File: config.mk
export PLATFORM = sky130hd
export DESIGN_NAME = mem_stage_lsu_flat
export DESIGN_NICKNAME = d
export VERILOG_FILES = /design/src/rtl/mem_stage_lsu_if.sv /design/src/rtl/mem_stage_lsu.sv /design/src/flat_wrapper.sv
export SDC_FILE = /design/constraint.sdc
export NUM_CORES = 1
export LEC_CHECK = 0
export ABC_AREA = 1
export BUFFER_PORTS_ARGS = -buffer_cell sky130_fd_sc_hd__buf_2
export CORE_MARGIN = 10
export CORE_UTILIZATION = 50
export CTS_CLUSTER_SIZE = 8
export DETAILED_ROUTE_END_ITERATION = 16
export GPL_TIMING_DRIVEN = 0
export PLACE_DENSITY = 0.86
export SYNTH_ARGS = -nofsm -noshare
export SYNTH_HDL_FRONTEND = slang
export SYNTH_SLANG_ARGS = --single-unit
File: constraint.sdc
create_clock -name clk -period 1.95 [get_ports clk]
set_input_delay 0 -clock clk [delete_from_list [all_inputs] [get_ports clk]]
set_output_delay 0 -clock clk [all_outputs]
set_load 0.01 [all_outputs]
File: src/rtl/mem_stage_lsu_if.sv
// Bus between the MEM-stage load/store unit and a single data-memory responder.
// The LSU drives the request side; the responder returns completion and read data.
interface mem_stage_lsu_if;
    logic        bus_req;
    logic        bus_we;
    logic [31:0] bus_addr;
    logic [31:0] bus_wdata;
    logic [3:0]  bus_be;
    logic        bus_ack;
    logic [31:0] bus_rdata;

    modport master (
        output bus_req,
        output bus_we,
        output bus_addr,
        output bus_wdata,
        output bus_be,
        input  bus_ack,
        input  bus_rdata
    );

    modport slave (
        input  bus_req,
        input  bus_we,
        input  bus_addr,
        input  bus_wdata,
        input  bus_be,
        output bus_ack,
        output bus_rdata
    );
endinterface

File: src/rtl/mem_stage_lsu.sv
// MEM-stage load/store unit: turns one pipeline memory access into a single bus
// transaction, stalling the EX/MEM register until the response (or a timeout) is in.
module mem_stage_lsu #(
    parameter int unsigned TIMEOUT_CYCLES = 255
) (
    input  logic                   clk,
    input  logic                   rst,
    input  logic                   mem_valid,
    input  logic [31:0]            mem_alu_dout,
    input  logic [31:0]            mem_mux_out_rf_dout_rs2,
    input  logic [2:0]             mem_dm_func,
    input  logic                   mem_dm_we,
    input  logic [1:0]             mem_rf_din_sel,
    output logic [31:0]            mem_dm_dout,
    output logic                   mem_stall,
    output logic                   mem_misalign,
    output logic                   mem_bus_err,
    mem_stage_lsu_if.master        bus
);

    typedef enum logic [1:0] {
        ST_IDLE = 2'd0,
        ST_REQ  = 2'd1,
        ST_DONE = 2'd2
    } state_e;

    localparam logic [9:0] TO_LAST = 10'(TIMEOUT_CYCLES - 1);

    // Access size code: 0 byte, 1 half, 2 word (reserved encodings behave as word)
    function automatic logic [1:0] size_of(input logic [2:0] f);
        case (f)
            3'b000, 3'b100: size_of = 2'd0;
            3'b001, 3'b101: size_of = 2'd1;
            default:        size_of = 2'd2;
        endcase
    endfunction

    function automatic logic is_aligned(input logic [1:0] sz, input logic [1:0] a);
        case (sz)
            2'd0:    is_aligned = 1'b1;
            2'd1:    is_aligned = ~a[0];
            default: is_aligned = (a == 2'b00);
        endcase
    endfunction

    function automatic logic [3:0] byte_en(input logic [1:0] sz, input logic [1:0] a);
        case (sz)
            2'd0:    byte_en = 4'b0001 << a;
            2'd1:    byte_en = a[1] ? 4'b1100 : 4'b0011;
            default: byte_en = 4'b1111;
        endcase
    endfunction

    function automatic logic [31:0] lane_wdata(input logic [1:0] sz, input logic [31:0] d);
        case (sz)
            2'd0:    lane_wdata = {4{d[7:0]}};
            2'd1:    lane_wdata = {2{d[15:0]}};
            default: lane_wdata = d;
        endcase
    endfunction

    function automatic logic [31:0] load_fmt(input logic [2:0] f, input logic [1:0] lane,
                                             input logic [31:0] rd);
        logic [7:0]  b;
        logic [15:0] h;
        case (lane)
            2'd0:    b = rd[7:0];
            2'd1:    b = rd[15:8];
            2'd2:    b = rd[23:16];
            default: b = rd[31:24];
        endcase
        h = lane[1] ? rd[31:16] : rd[15:0];
        case (f)
            3'b000:  load_fmt = {{24{b[7]}}, b};
            3'b100:  load_fmt = {24'h00_0000, b};
            3'b001:  load_fmt = {{16{h[15]}}, h};
            3'b101:  load_fmt = {16'h0000, h};
            default: load_fmt = rd;
        endcase
    endfunction

    state_e      state_q, state_d;
    logic [9:0]  cnt_q, cnt_d;
    logic        bus_req_q, bus_req_d;
    logic        bus_we_q, bus_we_d;
    logic [31:0] bus_addr_q, bus_addr_d;
    logic [31:0] bus_wdata_q, bus_wdata_d;
    logic [3:0]  bus_be_q, bus_be_d;
    logic [2:0]  func_q, func_d;
    logic [1:0]  lane_q, lane_d;
    logic [31:0] dout_q, dout_d;
    logic        misalign_q, misalign_d;
    logic        bus_err_q, bus_err_d;

    logic        access_s;
    logic        aligned_s;
    logic [1:0]  size_s;

    assign access_s  = mem_valid & (mem_dm_we | (mem_rf_din_sel == 2'b01));
    assign size_s    = size_of(mem_dm_func);
    assign aligned_s = is_aligned(size_s, mem_alu_dout[1:0]);

    // Stall is combinational so the EX/MEM register is frozen in the same cycle the access is seen
    assign mem_stall = ((state_q == ST_IDLE) & access_s & aligned_s) | (state_q == ST_REQ);

    // Next-state, request capture, timeout counting and load-data formatting
    always_comb begin
        state_d     = state_q;
        cnt_d       = cnt_q;
        bus_req_d   = 1'b0;
        bus_we_d    = bus_we_q;
        bus_addr_d  = bus_addr_q;
        bus_wdata_d = bus_wdata_q;
        bus_be_d    = bus_be_q;
        func_d      = func_q;
        lane_d      = lane_q;
        dout_d      = dout_q;
        misalign_d  = 1'b0;
        bus_err_d   = 1'b0;
        case (state_q)
            ST_IDLE: begin
                if (access_s && aligned_s) begin
                    bus_req_d   = 1'b1;
                    bus_we_d    = mem_dm_we;
                    bus_addr_d  = {mem_alu_dout[31:2], 2'b00};
                    bus_wdata_d = lane_wdata(size_s, mem_mux_out_rf_dout_rs2);
                    bus_be_d    = byte_en(size_s, mem_alu_dout[1:0]);
                    func_d      = mem_dm_func;
                    lane_d      = mem_alu_dout[1:0];
                    cnt_d       = 10'd0;
                    state_d     = ST_REQ;
                end else if (access_s) begin
                    misalign_d  = 1'b1;
                    dout_d      = 32'h0000_0000;
                end else begin
                    state_d     = ST_IDLE;
                end
            end
            ST_REQ: begin
                if (bus.bus_ack) begin
                    if (!bus_we_q) begin
                        dout_d = load_fmt(func_q, lane_q, bus.bus_rdata);
                    end else begin
                        dout_d = dout_q;
                    end
                    state_d = ST_DONE;
                end else if (cnt_q == TO_LAST) begin
                    bus_err_d = 1'b1;
                    dout_d    = 32'h0000_0000;
                    state_d   = ST_DONE;
                end else begin
                    cnt_d     = cnt_q + 10'd1;
                    bus_req_d = 1'b1;
                end
            end
            ST_DONE: begin
                state_d = ST_IDLE;
            end
            default: begin
                state_d = ST_IDLE;
            end
        endcase
    end

    // State and output registers with synchronous reset
    always_ff @(posedge clk) begin
        if (rst) begin
            state_q     <= ST_IDLE;
            cnt_q       <= 10'd0;
            bus_req_q   <= 1'b0;
            bus_we_q    <= 1'b0;
            bus_addr_q  <= 32'h0000_0000;
            bus_wdata_q <= 32'h0000_0000;
            bus_be_q    <= 4'b0000;
            func_q      <= 3'b000;
            lane_q      <= 2'b00;
            dout_q      <= 32'h0000_0000;
            misalign_q  <= 1'b0;
            bus_err_q   <= 1'b0;
        end else begin
            state_q     <= state_d;
            cnt_q       <= cnt_d;
            bus_req_q   <= bus_req_d;
            bus_we_q    <= bus_we_d;
            bus_addr_q  <= bus_addr_d;
            bus_wdata_q <= bus_wdata_d;
            bus_be_q    <= bus_be_d;
            func_q      <= func_d;
            lane_q      <= lane_d;
            dout_q      <= dout_d;
            misalign_q  <= misalign_d;
            bus_err_q   <= bus_err_d;
        end
    end

    assign bus.bus_req   = bus_req_q;
    assign bus.bus_we    = bus_we_q;
    assign bus.bus_addr  = bus_addr_q;
    assign bus.bus_wdata = bus_wdata_q;
    assign bus.bus_be    = bus_be_q;
    assign mem_dm_dout   = dout_q;
    assign mem_misalign  = misalign_q;
    assign mem_bus_err   = bus_err_q;

endmodule

File: src/flat_wrapper.sv
// flat-port wrapper written by rule: the top's interface ports become plain ports
module mem_stage_lsu_flat 
#(
    parameter int unsigned TIMEOUT_CYCLES = 255
)
  (clk, rst, mem_valid, mem_alu_dout, mem_mux_out_rf_dout_rs2, mem_dm_func, mem_dm_we, mem_rf_din_sel, mem_dm_dout, mem_stall, mem_misalign, mem_bus_err, bus_bus_req, bus_bus_we, bus_bus_addr, bus_bus_wdata, bus_bus_be, bus_bus_ack, bus_bus_rdata);
  mem_stage_lsu_if bus_i ();
  input  logic clk;
  input  logic rst;
  input  logic mem_valid;
  input  logic [31:0] mem_alu_dout;
  input  logic [31:0] mem_mux_out_rf_dout_rs2;
  input  logic [2:0] mem_dm_func;
  input  logic mem_dm_we;
  input  logic [1:0] mem_rf_din_sel;
  output logic [31:0] mem_dm_dout;
  output logic mem_stall;
  output logic mem_misalign;
  output logic mem_bus_err;
  output wire logic [$bits(bus_i.bus_req)-1:0] bus_bus_req;
  output wire logic [$bits(bus_i.bus_we)-1:0] bus_bus_we;
  output wire logic [$bits(bus_i.bus_addr)-1:0] bus_bus_addr;
  output wire logic [$bits(bus_i.bus_wdata)-1:0] bus_bus_wdata;
  output wire logic [$bits(bus_i.bus_be)-1:0] bus_bus_be;
  input wire logic [$bits(bus_i.bus_ack)-1:0] bus_bus_ack;
  input wire logic [$bits(bus_i.bus_rdata)-1:0] bus_bus_rdata;
  assign bus_bus_req = bus_i.bus_req;
  assign bus_bus_we = bus_i.bus_we;
  assign bus_bus_addr = bus_i.bus_addr;
  assign bus_bus_wdata = bus_i.bus_wdata;
  assign bus_bus_be = bus_i.bus_be;
  assign bus_i.bus_ack = bus_bus_ack;
  assign bus_i.bus_rdata = bus_bus_rdata;
  mem_stage_lsu #(.TIMEOUT_CYCLES(TIMEOUT_CYCLES)) u_core (.clk(clk), .rst(rst), .mem_valid(mem_valid), .mem_alu_dout(mem_alu_dout), .mem_mux_out_rf_dout_rs2(mem_mux_out_rf_dout_rs2), .mem_dm_func(mem_dm_func), .mem_dm_we(mem_dm_we), .mem_rf_din_sel(mem_rf_din_sel), .mem_dm_dout(mem_dm_dout), .mem_stall(mem_stall), .mem_misalign(mem_misalign), .mem_bus_err(mem_bus_err), .bus(bus_i));
endmodule
==> key figures, run 1 <==
Outcome
  – Run status: finished, final reports clean

STA
  – Fin crit share: a little over nine tenths
  – TNS Setup: 0 ns
  – Final hold slack: around 0.013 ns
  – Unrepaired setup endpoints after global routing: true
  – Slew @ Worst Pin: roughly 0.75 ns
  – Pins over their slew limit: 0
  – Worst clock skew: about 0.01 ns
  – Final setup fails: 0
  – Max Clock Freq: slightly above 500 MHz
  – Max-slew headroom: 50.06%
  – Min Tclk post-route: between 1.5 and 2 ns
  – Hold Vio Cnt, Final: 0

Drt
  – Post-route ant nets: 0
  – Drc violations: 0
  – Via/cell ratio: around 5.4
  – Total Wirelength: approximately 23000 um
  – DR vias: roughly 7200
  – Initial DRC Count: ~840
  – Initial DRT Pass Iterations: 7
  – Wirelength per Cell: about 18 um

Floorplan
  – Starting density of the core: just over 50%
  – I/O Pins: approximately 210
  – Die extent in x: 127.3 um
  – Die height: between 100 and 150 um
  – Die area: 0.01621 sq mm
  – Row cnt: 39
  – CORE AREA: ~0.011 sq mm

Clocking
  – Clock-pin slew on the worst setup and hold paths: approximately 0.060 ns
  – CTS tree: yes
  – Clock buffer depth: 2
  – CTS H-tree depth: 4
  – Clk_lat worst skew: 0.42 ns
  – CTS buffer count: 17
  – Sink Count: between 100 and 150
  – Root Buffer Master: clkbuf_16

Logic synthesis
  – Commonest cells in the synthesized netlist: 212 x nand2_1, 157 x nor2_1, 119 x dfxtp_1
  – Register bit count reported by yosys: about 120
  – Main synth FF type: dfxtp_1
  – Synth top area share: 41.38%
  – Most frequent cell after synthesis: nand2_1
  – FFs w/ async S/R, synth: 0%
  – Synth area leader: dfxtp_1
  – Seq/Total Area, Yosys: between 40 and 50%
  – Avg Synthesized Cell Area: ~6.6 sq um
  – Syn. warnings: 0
  – Synth Cell Area: around 0.0058 sq mm
  – Post-Synthesis Cells: 878
  – Number of synthesized flops with an enable pin: 0
  – Top cells by area, synth: dfxtp_1 41%, nand2_1 14%, nor2_1 10%, o21ai_0 7.7%, inv_1 5.5%
  – Synth unique cells: 34

Setup path
  – Critical-path top delay cell: clkbuf_1
  – Critical path arrival: about 2.2 ns
  – Setup crit start: u_core.state_q[1]$_SDFFE_PP0P_
  – CP cell instances: nor2_1, nand3_1, nor2_4, clkbuf_1, o21ai_0, o21ai_0
  – Type of the worst setup path: reg2reg
  – CP Launch Type: flop
  – Most frequent CP cell: o21ai_0
  – CP Max Fanout: 10
  – Data required time at the worst endpoint: ~2.3 ns
  – Reg-to-Reg Start: u_core.state_q[1]$_SDFFE_PP0P_
  – CP peak stage delay: ~0.41 ns
  – CP endpoint kind: flop

Global routing
  – All-Layer GR Usage: ~28%
  – Vias in the first global route: between 7000 and 8000
  – First-pass GRT wire length: 36380 um
  – Grt total ovfl: 0
  – Largest net degree at the start of global routing: 17
  – Initial antenna violation count: 1

Pwr
  – Flop pwr share: between 30% and 40%
  – Internal Pwr Total: between 5000 and 6000 uW
  – Static leakage: about 0.0042 uW
  – PwrDens: a little under 900 mW/mm^2
  – Clock Power Share: 44.8%
  – Worst IR drop on VDD: 0.6750 mV
  – Psw: roughly 2100 uW
  – Switching part of the total: roughly 28%
  – Combinational power share: about a fifth

Flow run
  – Max_cap viols: 0

Finish
  – Utilization after layout: between 70 and 80%
  – Share of cells above drive strength 1: roughly 25%
  – Final #Nets: between 1000 and 1500
  – Layout area overhead: 44.06%

Placed design
  – Port Buffers: 208
  – HPWL Detailed: ~15000 um
  – RD Place Congestion: 0.9879

Min path
  – Worst Hold Launch: bus_bus_rdata[2]
  – Worst min-delay path category: in2reg
-- cell families after synthesis --
family | share of synthesized area [%]
flip-flops | 41.38
AO/OA/AOI/OAI | 13.58
adder cells (fa/ha/maj) | 0.4346
AND/OR/NAND/NOR | 33.28
other | 0.06514
buffers and inverters | 11.26
-- critical path, delay by kind of cell (launching register included) --
family	cells	cell delay (ns)
and+or+nand+nor	3	0.57
AOI/OAI and AO/OA	2	0.50
buffers and inverters	1	0.41
DFF	1	0.33
-- power by group through the flow --
stage | combinational, uW | sequential (uW) | clock, uW
6_report | 1380 | 2710 | 3320
5_1_grt | 1520 | 2720 | 3430
4_1_cts | 1320 | 2690 | 3310
3_5_place_dp | 1210 | 2740 | 0
3_3_place_gp | 1190 | 2740 | 0
2_1_floorplan | 649 | 2810 | 0
-- metrics by stage --
stage | std cells | setup WS (ns) | power, uW | instance area, sq um
4_1_cts | 1329 | 0.08732 | 7332 | 8280
3_5_place_dp | 1230 | 0.1500 | 3950 | 6980
3_3_place_gp | 1230 | 0.1637 | 3929 | 6980
5_1_grt | 1330 | -0.008344 | 7663 | 8288
2_1_floorplan | 879 | 0.4290 | 3464 | 5761
6_report | 1332 | 0.02496 | 7408 | 8293
-- final timing paths --
| kind | slack [ns] | to | depth (start not counted) |
|---|---|---|---|
| worst max register to register | 0.02 | u_core.bus.bus_wdata[21]$_SDFFE_PP0P_ | 6 |
| worst min-delay path | 0.01 | u_core.mem_dm_dout[2]$_SDFFE_PP0P_ | 5 |
| worst min register to register | 0.44 | u_core.bus.bus_wdata[0]$_SDFFE_PP0P_ | 2 |
| worst max-delay path | 0.02 | u_core.bus.bus_wdata[21]$_SDFFE_PP0P_ | 6 |
-- sequential cells by signal, indices dropped and copies added (netlist names) --
signal                flops
u_core.bus.bus_wdata     32
u_core.mem_dm_dout       32
u_core.bus.bus_addr      30
u_core.cnt_q             10
u_core.bus.bus_be         4
u_core.func_q             3
u_core.lane_q             2
u_core.state_q            2
u_core.bus.bus_req        1
u_core.bus.bus_we         1
u_core.mem_bus_err        1
u_core.mem_misalign       1
-- repair_timing --
item | 4_1_cts | 5_1_grt
hold buffers | 68 | 0
gates resized for setup | 0 | 3
setup endpoints to repair | 0 | 10
buffers inserted | 0 | 0
endpoints found under the hold margin | 69 | 0
-- per-layer routing --
layer,GRT usage (%),share of wire [%]
met1,30.01,36
met2,44.42,45
met5,0,0
met4,16.48,5.5
met3,11.29,13
-- cell type report --
cell class | count | area (sq um)
Fill cell | 836 | 3077
Antenna cell | 3 | 7.507
Inverter | 98 | 367.9
Multi-Input combinational cell | 611 | 2735
Clock inverter | 13 | 180.2
Clock buffer | 18 | 439.2
Buffer | 51 | 280.3
Sequential cell | 119 | 2382
Tap cell | 143 | 178.9
Timing Repair Buffer | 276 | 1722
-- cell usage in the layout (no fill, tap or decap), drive strengths merged --
| master | n |
|---|---|
| buf | 235 |
| nand2 | 215 |
| nor2 | 163 |
| dfxtp | 119 |
| o21ai | 92 |
| inv | 88 |
| dlygate4sd3 | 68 |
| nand3 | 58 |
| a21oi | 43 |
| clkbuf | 42 |
| clkinv | 16 |
| or2 | 10 |
| nor3 | 8 |
| a31oi | 8 |
| bufinv | 4 |
| diode | 3 |
| clkinvlp | 3 |
| nand4 | 2 |
| and2 | 2 |
| o22ai | 2 |
| o211ai | 2 |
| ha | 2 |
| conb | 2 |
| o21a | 1 |
| o211a | 1 |
(Power assumes the default switching activity.)
==> inputs of run 2 (changes only) <==
--- a/config.mk
+++ b/config.mk
@@ -7,8 +7,10 @@
 export LEC_CHECK = 0
 export ABC_AREA = 1
 export BUFFER_PORTS_ARGS = -buffer_cell sky130_fd_sc_hd__buf_2
+export CELL_PAD_IN_SITES_DETAIL_PLACEMENT = 0
+export CELL_PAD_IN_SITES_GLOBAL_PLACEMENT = 1
 export CORE_MARGIN = 10
-export CORE_UTILIZATION = 50
+export CORE_UTILIZATION = 34
 export CTS_CLUSTER_SIZE = 8
 export DETAILED_ROUTE_END_ITERATION = 16
 export GPL_TIMING_DRIVEN = 0
==> key figures, run 2 (synthesis gave the netlist of run 1 again) <==
Outcome
  – Run status: finished, final reports clean

Global routing
  – Initial antenna violation count: 2
  – Largest net degree at the start of global routing: 17
  – GRT busiest layer: met2
  – All-Layer GR Usage: 18.87%
  – Vias in the first global route: between 6000 and 7000
  – Grt total ovfl: 0
  – Met3 Use GR: roughly 8.3%
  – Routing usage on met2: 30.69%
  – Met1 GRT Util: about 22%
  – First-pass GRT wire length: between 30000 and 40000 um

Pwr
  – Power, Total: around 7100 uW
  – Worst IR drop on VDD: roughly 0.55 mV
  – Static leakage: roughly 0.0042 uW
  – PwrDens: around 850 mW/mm^2

Setup path
  – Worst path depth: 8
  – Crit path max-delay family: buffers and inverters
  – CP endpoint kind: primary output
  – Reg2Reg Setup Slack: about 0.17 ns
  – CP peak stage delay: roughly 0.33 ns
  – Critical path arrival: between 1.5 and 2 ns
  – R2r worst-path depth: 10
  – Setup crit start: u_core.state_q[1]$_SDFFE_PP0P_
  – Most frequent CP cell: buf_4
  – Critical R2R Capture: u_core.mem_dm_dout[14]$_SDFFE_PP0P_
  – Critical-path top delay cell: dfxtp_1
  – CP endpoint: mem_stall
  – CP cell instances: nor2_1, nand3_2, inv_2, nand2_4, buf_4, buf_4, nand2_1, buf_2
  – Reg-to-Reg Start: u_core.cnt_q[0]$_SDFFE_PP0P_
  – CP Launch Type: flop
  – Buf/Inv on CP: 4
  – Data required time at the worst endpoint: between 1.5 and 2 ns
  – Type of the worst setup path: reg2out
  – CP Max Fanout: 10

Clocking
  – Root Buffer Master: clkbuf_16
  – Sink Count: ~120
  – Clock-pin slew on the worst setup and hold paths: about 0.06 ns
  – CTS buffer count: 17
  – CTS H-tree depth: 4
  – Clk_lat worst skew: ~0.41 ns
  – CTS tree: yes
  – Clock buffer depth: 2

Drt
  – Drc violations: 0
  – Post-route ant nets: 0
  – Initial DRC Count: 366
  – Initial DRT Pass Iterations: 5
  – Wirelength per Cell: approximately 15 um
  – DR vias: approximately 6500
  – Via/cell ratio: approximately 4.6
  – Total Wirelength: about 22000 um

STA
  – Min Tclk post-route: between 1.5 and 2 ns
  – Hold Vio Cnt, Final: 0
  – Slew @ Worst Pin: 0.7010 ns
  – Worst setup margin: approximately 0.16 ns
  – Final setup fails: 0
  – Pins over their slew limit: 0
  – Fin crit share: around nine tenths
  – TNS Setup: 0 ns
  – Max Clock Freq: between 500 and 600 MHz
  – Worst clock skew: 0.009160 ns
  – Final hold slack: ~0.022 ns
  – Max-slew headroom: ~53%
  – Unrepaired setup endpoints after global routing: true

Finish
  – Layout area overhead: 45.25%
  – Combined area of the multi-input logic cells: roughly 0.0027 sq mm
  – Share of cells above drive strength 1: approximately 25%
  – Most common cell after layout, fill and taps aside: buf_2
  – Reg area: 0.002382 sq mm
  – Most frequent cells in the layout: 218 x buf_2, 210 x nand2_1, 157 x nor2_1
  – Final #Nets: around 1300
  – Filler cell count: 1758

Floorplan
  – I/O Pins: around 210
  – Die area: approximately 0.023 sq mm
  – Die extent in x: about 150 um
  – Row cnt: 47
  – CORE AREA: around 0.017 sq mm
  – Starting density of the core: between 30% and 40%
  – Die height: ~150 um

Placed design
  – HPWL Detailed: about 16000 um
  – RD Place Congestion: a little under 0.9
  – Post-Place Setup Slack: roughly 0.074 ns
  – Port Buffers: between 200 and 250

Min path
  – Worst min-delay path category: in2reg

Flow run
  – Max_cap viols: 0
## run 2: area by class of cell
cell class              count  share of cell area, %
inverters                  98                  4.399
clock buffers              20                  5.222
well taps                 220                  3.292
clock inverters            12                  1.526
diodes                      2                0.05985
multi-input cells         611                  32.77
plain buffers              51                  3.442
flip-flops and latches    119                  28.49
repair buffers            278                  20.80
## run 2: layer usage
layer	part of all wire, %	routed length [um]	up-vias
met3	10	2233	30
met4	1.6	337	2
met1	42	9046	2849
li1	-	-	3350
met2	46	9934	245
met5	0.060	13	-
## run 2: timing repair
| item | CTS | global route |
|---|---|---|
| setup endpoints to repair | 0 | 17 |
| buffers inserted | 0 | 1 |
| hold buffers | 69 | 0 |
| hold endpoints to repair | 69 | 0 |
| resized for setup | 0 | 9 |
## run 2: power by group
group	switching, uW	total, uW	leakage [uW]	internal, uW
Sequential	86.6	2690	0.000973	2610
Clock	1180	3050	0.000266	1870
Combinational	793	1350	0.00298	556
## run 2: per-stage QoR
| stage | instances | utilization, % | area, sq um |
|---|---|---|---|
| global route | 1410 | 50.41 | 8359 |
| global placement | 1307 | 42.67 | 7077 |
| floorplan | 879 | - | 5761 |
| CTS | 1408 | 50.24 | 8332 |
| detailed placement | 1307 | 42.67 | 7077 |
| finish | 1411 | 50.42 | 8362 |
## run 2: worst min path at each step
stage                     slack, ns                              endpoint  cells past startpoint              start
final                          0.02   u_core.mem_dm_dout[11]$_SDFFE_PP0P_                      5  bus_bus_rdata[11]
after global routing           0.03    u_core.mem_dm_dout[2]$_SDFFE_PP0P_                      5   bus_bus_rdata[2]
after CTS                     0.003    u_core.mem_dm_dout[8]$_SDFFE_PP0P_                      5   bus_bus_rdata[8]
after detailed placement       0.23   u_core.bus.bus_addr[5]$_SDFFE_PP0P_                      3    mem_alu_dout[5]
after global placement         0.22  u_core.bus.bus_addr[11]$_SDFFE_PP0P_                      3   mem_alu_dout[11]
after floorplan                0.13  u_core.bus.bus_addr[30]$_SDFFE_PP0P_                      2   mem_alu_dout[30]
## run 2: worst reg2reg max path, delay by kind of cell (launching register included)
family,cells,cell delay [ns]
AO/OA/AOI/OAI,1,0.17
adder cells (fa/ha/maj),1,0.17
flip-flops,1,0.33
AND/OR/NAND/NOR,6,0.70
buffers and inverters,2,0.30
==> inputs of run 3 (changes only) <==
--- a/config.mk
+++ b/config.mk
@@ -9,6 +9,7 @@
 export BUFFER_PORTS_ARGS = -buffer_cell sky130_fd_sc_hd__buf_2
 export CELL_PAD_IN_SITES_DETAIL_PLACEMENT = 0
 export CELL_PAD_IN_SITES_GLOBAL_PLACEMENT = 1
+export CORE_ASPECT_RATIO = 1.75
 export CORE_MARGIN = 10
 export CORE_UTILIZATION = 34
 export CTS_CLUSTER_SIZE = 8
==> key figures, run 3 (synthesis gave the netlist of run 1 again) <==
Outcome
  – Run status: finished, final reports clean

STA
  – TNS Setup: 0 ns
  – Slew @ Worst Pin: 0.6290 ns
  – Worst clock skew: ~0.0086 ns
  – Min Tclk post-route: roughly 1.8 ns
  – Max-slew headroom: between 50 and 60%
  – Final setup fails: 0
  – Pins over their slew limit: 0
  – Max Clock Freq: 546.1 MHz
  – Worst setup margin: 0.1188 ns
  – Hold Vio Cnt, Final: 0
  – Fin crit share: between 90% and 100%

Global routing
  – Vias in the first global route: 6598
  – First-pass GRT wire length: approximately 34000 um
  – Largest net degree at the start of global routing: 17
  – Grt total ovfl: 0
  – All-Layer GR Usage: around a fifth
  – Initial antenna violation count: 1

Floorplan
  – Die area: 0.02274 sq mm
  – Die extent in x: around 120 um
  – I/O Pins: around 210
  – Die height: between 150 and 200 um
  – CORE AREA: ~0.017 sq mm
  – Starting density of the core: between 30% and 40%
  – Row cnt: between 60 and 70

Finish
  – Most common cell after layout, fill and taps aside: buf_2
  – Filler cell count: between 1500 and 2000
  – Layout area overhead: 46.42%
  – Utilization after layout: 51.01%
  – Most frequent cells in the layout: 218 x buf_2, 210 x nand2_1, 157 x nor2_1
  – Share of cells above drive strength 1: around 25%
  – Final #Nets: ~1300

Pwr
  – Static leakage: 0.004240 uW
  – Psw: 2104 uW
  – Combinational power share: between 10% and 20%
  – Internal Pwr Total: 5214 uW
  – PwrDens: around 870 mW/mm^2
  – Clock Power Share: 44.7%
  – Worst IR drop on VDD: approximately 0.56 mV
  – Flop pwr share: a little under two fifths
  – Switching part of the total: between 20% and 30%
  – Power, Total: between 7000 and 8000 uW

Placed design
  – HPWL Detailed: roughly 17000 um
  – Port Buffers: 208
  – Post-Place Setup Slack: roughly 0.014 ns
  – RD Place Congestion: ~0.86

Clocking
  – CTS buffer count: 17
  – Setup Buffers After CTS: 0
  – Clock-pin slew on the worst setup and hold paths: around 0.060 ns
  – Root Buffer Master: clkbuf_16
  – Clock buffer depth: 2
  – Clk_lat worst skew: ~0.41 ns
  – CTS tree: yes
  – CTS H-tree depth: 4
  – Sink Count: 119

Setup path
  – Data required time at the worst endpoint: 1.95 ns
  – CP endpoint kind: primary output
  – CP Launch Type: flop
  – CP Max Fanout: 10
  – Critical path arrival: about 1.8 ns
  – Type of the worst setup path: reg2out

Drt
  – Drc violations: 0
  – Total Wirelength: between 20000 and 25000 um
  – Initial DRC Count: 283
  – Via/cell ratio: around 4.6
  – Post-route ant nets: 0
  – Initial DRT Pass Iterations: 7
  – DR vias: 6520
  – Wirelength per Cell: about 16 um

Flow run
  – Max_cap viols: 0

Min path
  – Worst min-delay path category: in2reg
-- run 3: power groups by stage --
stage | clock network (uW) | logic, uW | registers (uW)
floorplan | 0 | 649 | 2810
global placement | 0 | 1240 | 2740
detailed placement | 0 | 1240 | 2740
CTS | 3330 | 1360 | 2690
global route | 3450 | 1520 | 2710
finish | 3270 | 1360 | 2690
-- run 3: through the flow --
stage	instance area, sq um	std cells	hold slack, ns
after detailed placement	7082	1311	0.2272
after floorplan	5761	879	0.1349
after global routing	8419	1414	0.02138
after global placement	7082	1311	0.2218
after CTS	8397	1413	0.006041
final	8429	1418	0.02380
-- run 3: routing by layer --
layer / vias up / track usage (%) / wire (um)
li1: 3346 / - / -
met1: 2928 / 18.37 / 8177
met2: 202 / 35.03 / 11800
met3: 44 / 4.793 / 1170
met4: 0 / 10.03 / 882
met5: - / 0 / 0
-- run 3: final cells by class --
type | count | area, sq um | area share [%]
Timing Repair Buffer | 278 | 1742 | 20.66
Multi-Input combinational cell | 611 | 2748 | 32.60
Buffer | 51 | 282.8 | 3.355
Antenna cell | 5 | 12.51 | 0.1484
Clock inverter | 14 | 175.2 | 2.078
Sequential cell | 119 | 2382 | 28.26
Inverter | 98 | 367.9 | 4.364
Tap cell | 224 | 280.3 | 3.325
Clock buffer | 18 | 439.2 | 5.210
-- run 3: critical path, cell delays in order (launching register included) --
cell     delay, ns
dfxtp_1       0.33
nor2_1        0.14
nand3_2       0.15
inv_1         0.14
nand2_4       0.09
buf_4         0.18
buf_4         0.18
nand2_1       0.07
buf_2         0.14
-- run 3: worst paths after layout --
check	start	to	slack [ns]	cells past startpoint
max	u_core.state_q[1]$_SDFFE_PP0P_	mem_stall	0.12	8
min	bus_bus_rdata[17]	u_core.mem_dm_dout[17]$_SDFFE_PP0P_	0.02	6
max reg2reg	u_core.cnt_q[0]$_SDFFE_PP0P_	u_core.mem_dm_dout[11]$_SDFFE_PP0P_	0.15	10
min reg2reg	u_core.bus.bus_wdata[3]$_SDFFE_PP0P_	u_core.bus.bus_wdata[3]$_SDFFE_PP0P_	0.44	2
-- run 3: what timing repair did --
item	4_1_cts	5_1_grt
hold endpoints to repair	70	0
endpoints found under the setup margin	0	18
hold buffers	70	0
gates resized for setup	0	7
